`src/rtl/calibration_sequencer.sv`:
```
// rtl/calibration_sequencer.sv - steps the LED-ID display through every address bit
// and handshakes one camera capture per bit.
module calibration_sequencer #(
   parameter int NUM_LEDS       = 50,
   parameter int SETTLE_CYCLES  = 2_000_000,
   parameter int TIMEOUT_CYCLES = 8_000_000,
   localparam int NUM_BITS      = $clog2(NUM_LEDS),
   localparam int BIT_IDX_W     = (NUM_BITS > 1) ? $clog2(NUM_BITS) : 1
) (
   input  logic                 clk,
   input  logic                 rst,
   input  logic                 start,
   input  logic                 abort,
   input  logic                 frame_valid,
   input  logic                 capture_ack,
   output logic                 shower_rst,
   output logic                 increment_bit,
   output logic                 capture_req,
   output logic [BIT_IDX_W-1:0] capture_bit,
   output logic                 busy,
   output logic                 done,
   output logic                 error
);

   localparam int MAX_CNT = (SETTLE_CYCLES > TIMEOUT_CYCLES) ? SETTLE_CYCLES : TIMEOUT_CYCLES;
   localparam int CNT_W   = $clog2(MAX_CNT + 1);

   localparam logic [BIT_IDX_W-1:0] LAST_BIT     = BIT_IDX_W'(NUM_BITS - 1);
   localparam logic [CNT_W-1:0]     SETTLE_LAST  = CNT_W'(SETTLE_CYCLES - 1);
   localparam logic [CNT_W-1:0]     TIMEOUT_LAST = CNT_W'(TIMEOUT_CYCLES - 1);
   localparam logic [CNT_W-1:0]     BLANK_LAST   = CNT_W'(1);

   typedef enum logic [2:0] {
      IDLE, BLANK, WAIT_VALID, SETTLE, CAPTURE, STEP, DONE, ERROR
   } state_t;

   state_t               state;
   logic [BIT_IDX_W-1:0] bit_idx;
   logic [CNT_W-1:0]     counter;

   always_ff @(posedge clk) begin
      if (rst || abort) begin
         state         <= IDLE;
         bit_idx       <= '0;
         counter       <= '0;
         shower_rst    <= 1'b0;
         increment_bit <= 1'b0;
         capture_req   <= 1'b0;
         capture_bit   <= '0;
         busy          <= 1'b0;
         done          <= 1'b0;
         error         <= 1'b0;
      end else begin
         // pulses last exactly one cycle unless re-armed below
         shower_rst    <= 1'b0;
         increment_bit <= 1'b0;
         case (state)
            IDLE, DONE, ERROR: begin
               if (start) begin
                  state      <= BLANK;
                  shower_rst <= 1'b1;
                  bit_idx    <= '0;
                  counter    <= '0;
                  busy       <= 1'b1;
                  done       <= 1'b0;
                  error      <= 1'b0;
               end
            end
            BLANK: begin
               // display output lags a pulse by one edge, so frame_valid is untrustworthy here
               if (counter == BLANK_LAST) begin
                  state   <= WAIT_VALID;
                  counter <= '0;
               end else begin
                  counter <= counter + 1'b1;
               end
            end
            WAIT_VALID: begin
               if (frame_valid) begin
                  state   <= SETTLE;
                  counter <= '0;
               end else if (counter == TIMEOUT_LAST) begin
                  state <= ERROR;
                  error <= 1'b1;
                  busy  <= 1'b0;
               end else begin
                  counter <= counter + 1'b1;
               end
            end
            SETTLE: begin
               if (!frame_valid) begin
                  state   <= WAIT_VALID;
                  counter <= '0;
               end else if (counter == SETTLE_LAST) begin
                  state       <= CAPTURE;
                  capture_req <= 1'b1;
                  capture_bit <= bit_idx;
               end else begin
                  counter <= counter + 1'b1;
               end
            end
            CAPTURE: begin
               if (capture_req && capture_ack) begin
                  capture_req <= 1'b0;
                  state       <= STEP;
               end
            end
            STEP: begin
               if (bit_idx == LAST_BIT) begin
                  state <= DONE;
                  done  <= 1'b1;
                  busy  <= 1'b0;
               end else begin
                  state         <= BLANK;
                  increment_bit <= 1'b1;
                  bit_idx       <= bit_idx + 1'b1;
                  counter       <= '0;
               end
            end
            default: state <= IDLE;
         endcase
      end
   end

endmodule

```
`config.mk`:
```
export PLATFORM = sky130hd
export DESIGN_NAME = calibration_sequencer
export DESIGN_NICKNAME = d
export VERILOG_FILES = /design/src/rtl/calibration_sequencer.sv
export SDC_FILE = /design/constraint.sdc
export NUM_CORES = 1
export LEC_CHECK = 0
export CAP_MARGIN = 20
export CORE_MARGIN = 2
export CORE_UTILIZATION = 50
export CTS_CLUSTER_DIAMETER = 200
export DETAILED_ROUTE_END_ITERATION = 10
export PLACE_DENSITY_LB_ADDON = 0.1
export SYNTH_ARGS = -nofsm -noshare
export SYNTH_HDL_FRONTEND = slang
export SYNTH_SLANG_ARGS = --single-unit
```
`constraint.sdc`:
```
create_clock -name clk -period 6 [get_ports clk]
set_clock_uncertainty 0.1 [all_clocks]
set_input_delay 1.2 -clock clk [delete_from_list [all_inputs] [get_ports clk]]
set_output_delay 1.2 -clock clk [all_outputs]
set_load 0.1 [all_outputs]
```
Word level (Yosys, flattened, before mapping). Index checks and enable logic that the tools add are counted.

Flip-flop bits (word level): 38.

Add/subtract/negate cells: 2. Equal/unequal tests: 24. Muxes and demuxes: 37. Bitwise logic cells: 2. Reduce and logical (&&, ||, !) cells: 19.

Operators by type and width (count): 2-to-1 mux 23 bit (7); one-hot mux 23 bit (5 select lines) (1); 2-to-1 mux 3 bit (10); adder 23 x 1 -> 23 bit (second input constant) (1); equality test 23 x 1 -> 1 bit (second input constant) (1); equality test 23 x 21 -> 1 bit (second input constant) (1); equality test 23 bit (second input constant) (1); inequality test 2 bit (second input constant) (9); one-hot mux 3 bit (6 select lines) (1); equality test 3 bit (second input constant) (5); AND reduction 5 bit (3); 2-to-1 mux 1 bit (13); inequality test 3 bit (second input constant) (4); AND reduction 3 bit (3); AND reduction 4 bit (2); equality test 3 x 2 -> 1 bit (second input constant) (2); one-hot mux 1 bit (2 select lines) (3); one-hot mux 3 bit (2 select lines) (1); nonzero test 2 bit (3); nonzero test 5 bit (1); OR reduction 2 bit (2); adder 3 x 1 -> 3 bit (second input constant) (1); equality test 3 x 1 -> 1 bit (second input constant) (1); zero test 3 bit (1); 6 further kinds (7).

Logic depth before layout (Yosys ltp).
Depth in word-level cells: 4. Gate-level depth with buffers: 9. Depth with buffers taken out: 8.

Least setup slack after synthesis. No wires, ideal clock.

Kind: input -> register. From: input port frame_valid. To: register counter[0]. Library setup time: 0.114 ns. Data arrival time: 2.611 ns. Required time: 5.786 ns. Setup slack: 3.174 ns. Stages on the path: 7. Cells stage by stage: or3_1 or4_1 buf_2 nand3b_4 buf_6 xor2_1 nor2_1.

Word-level cells in the longest chain between the ends: 2. Elaborated cells between the ends (all ways): 6.

Ends and longest elaborated chain: start, declared (RTL line 14) `input logic frame_valid,`; inequality test 3 bit (no source line) (tied with other cells); AND reduction 5 bit (no source line) / one-hot mux 23 bit (5 select lines) (equally long branches); end signal, assigned (RTL line 75) `counter <= counter + 1'b1;`; end signal, assigned (RTL line 87) `counter <= counter + 1'b1;`; end signal, assigned (RTL line 99) `counter <= counter + 1'b1;`; end, declared (RTL line 39) `logic [CNT_W-1:0] counter;`.

Several ways; a longest one is shown, not always the timed one. A chain may end at the register's enable or synchronous reset.

Worst setup path after layout.
From: input port frame_valid. To: register counter[20].

Same word-level chain as after synthesis.

==> impl_metrics.ini <==
[run_status]
outcome = complete, no violations

[worst_setup_path]
worstSetupPathType = in2reg
cp_max_fo = 15
startpoint = frame_valid
cp-end-kind = flop
cp.arrival_ps = 3640
startpoint_type = input port
timing.rr.start = state[1]
crit_required_ps = 6090

[pwr]
power_density_nw_per_um2 = 206
vdd_drop_max_mv = 0.104
p_leak_uw = 0.000771

[timing]
fin_crit_sh = 0.591
slew-limit-headroom = 0.349
fin_setup_tns_ps = 0
hold_viol = 0
period_needed_ps = 3550
finalSetupViolCount = 0
maxSlewViolCount = 0
rsz0062_at_grt = no
fmax_mhz = 282
final.setup.worst_slack_ps = 2450
tightest_slew_ps = 973

[placed_design]
placedCellCount = 324
dp_hpwl_um = 3560
place_congestion = 0.831
dp_worst_setup_slack_ps = 2140
portBuffers = 14

[final_layout]
post-route-util = 0.563
layout_common_cells = dfxtp_1, nor2_1, nand2_1
final_layout_size_suffix_gt1_frac = 0.100
final_common_cell = dfxtp_1
stdcell_count = 332
diodes = 0
area_growth_pct = 9.39
finalNetCount = 289

[clock_network]
numCtsBuffers = 5
h-tree-depth = 2
path_clk_slew_ps = 70
cts_tree = done
cts_root_buffer = clkbuf_8
clock_path_buffers = 2
cts_setup_buffers = 0
cts_sinks = 38
ctsResizeCount = 0
clk_latency_ps = 300
hold_buffers = 0

[floorplan]
rows = 24
fp.dieW_um = 70.7
ioPinCount = 15
initial_utilization = 0.514
die_area_um2 = 5000
core_area_um2 = 4320
die_y_um = 70.7

[detailed_routing]
dr.first_iter.drc_count = 99
vias_per_cell = 5.84
ant_nets = 0
vias = 1939
post-route-drc-count = 0
wl_per_cell_um = 14.9
routed_wl_um = 4930
dr.pass1.iters = 4

[hold_path]
holdCritStartpoint = done
worstHoldPathType = reg2reg

[grt]
grt.overflow.total = 0
antenna_found_initial = 0
grt_usage = 0.213
grt_max_degree = 18
grt_pass1_wl_um = 8580
grt_pass1_vias = 1750

[yosys]
synth_area_um2 = 2220
yosysWarnings = 0
postSynthNetCount = 282
synth_seq_cells = 38
ys_seq_area_frac = 0.342
netlist_top_cells_area = dfxtp_1, nor2_1, xor2_1
synthFlopType = dfxtp_1
synth.avg_cell_area_um2 = 8.18
synth_top_cell_by_area = dfxtp_1
synth_cell_types = 51
synth_cells = 272
async_flop_share = 0
synth_top_area_share = 0.342
synth_edf_count = 0

[run]
maxCapViolCount = 0
[final cells by class]
class                           count  area, µm²
Tap cell                           52       65.1
Inverter                            8       30.0
Clock inverter                      1       5.00
Timing Repair Buffer               14        140
Sequential cell                    38        761
Fill cell                         421       1890
Clock buffer                        7       86.3
Multi-Input combinational cell    212       1350
[synth_stat cells, drive strengths merged, types with 4 or more instances]
master and n:
clkbuf 7, nor4 4, o2bb2ai 6, a21oi 16, nor2 31, ha 4
xnor2 4, nor3 18, o21ai 5, nand4 9, nand3 26, dfxtp 38
buf 7, and4 5, xor2 13, inv 8, nand2 30
[worst paths after layout]
path	to	slack [ps]	cells past startpoint
hold reg to reg	done	340	2
setup / recovery	counter[20]	2450	6
setup reg to reg	counter[20]	3110	6
hold / removal	done	340	2
[sequential cells by signal, summed over array words and instances, names as in the netlist, 3 cells and up]
signal and cells:
bit_idx 3, capture_bit 3, counter 23, state 3
[layer usage]
layer  global-route usage  vias up  wire [µm]
met2                0.315       37       2120
met4               0.0629        0         55
met3               0.0427        6        179
met1                0.313      902       2580
met5                    0        -          0
li1                     -      994          -
[power by group]
| group | leakage, µW | internal [µW] | switching, µW |
|---|---|---|---|
| Combinational | 0.000416 | 20.4 | 35.3 |
| Clock | 0.0000482 | 92.8 | 92.2 |
| Sequential | 0.000307 | 255 | 6.24 |
[kinds of logic (layout without fill, tap and decap cells)]
family          count (synthesis)  after routing  share of synthesized area
fa+ha+maj                       4              4                     0.0225
simple gates                  147            147                      0.372
flops                          38             38                      0.342
xor+xnor                       17             17                     0.0669
buf+inv                        22             30                     0.0529
compound gates                 44             44                      0.144
[metrics by stage]
step	total power [µW]	cell area, µm²	hold WS (ps)
4_1_cts	507	2430	347
3_3_place_gp	322	2340	336
3_5_place_dp	323	2340	335
5_1_grt	524	2430	384
6_report	502	2430	345
2_1_floorplan	311	2220	363
[worst max-delay path, stage by stage]
cell and delay [ps]:
clkdlybuf4s50_1 500, or3_1 400, or4_1 880, nand3b_4 310
a21oi_1 160, o2bb2ai_1 180
No activity file was read; power rests on OpenSTA's default activity.
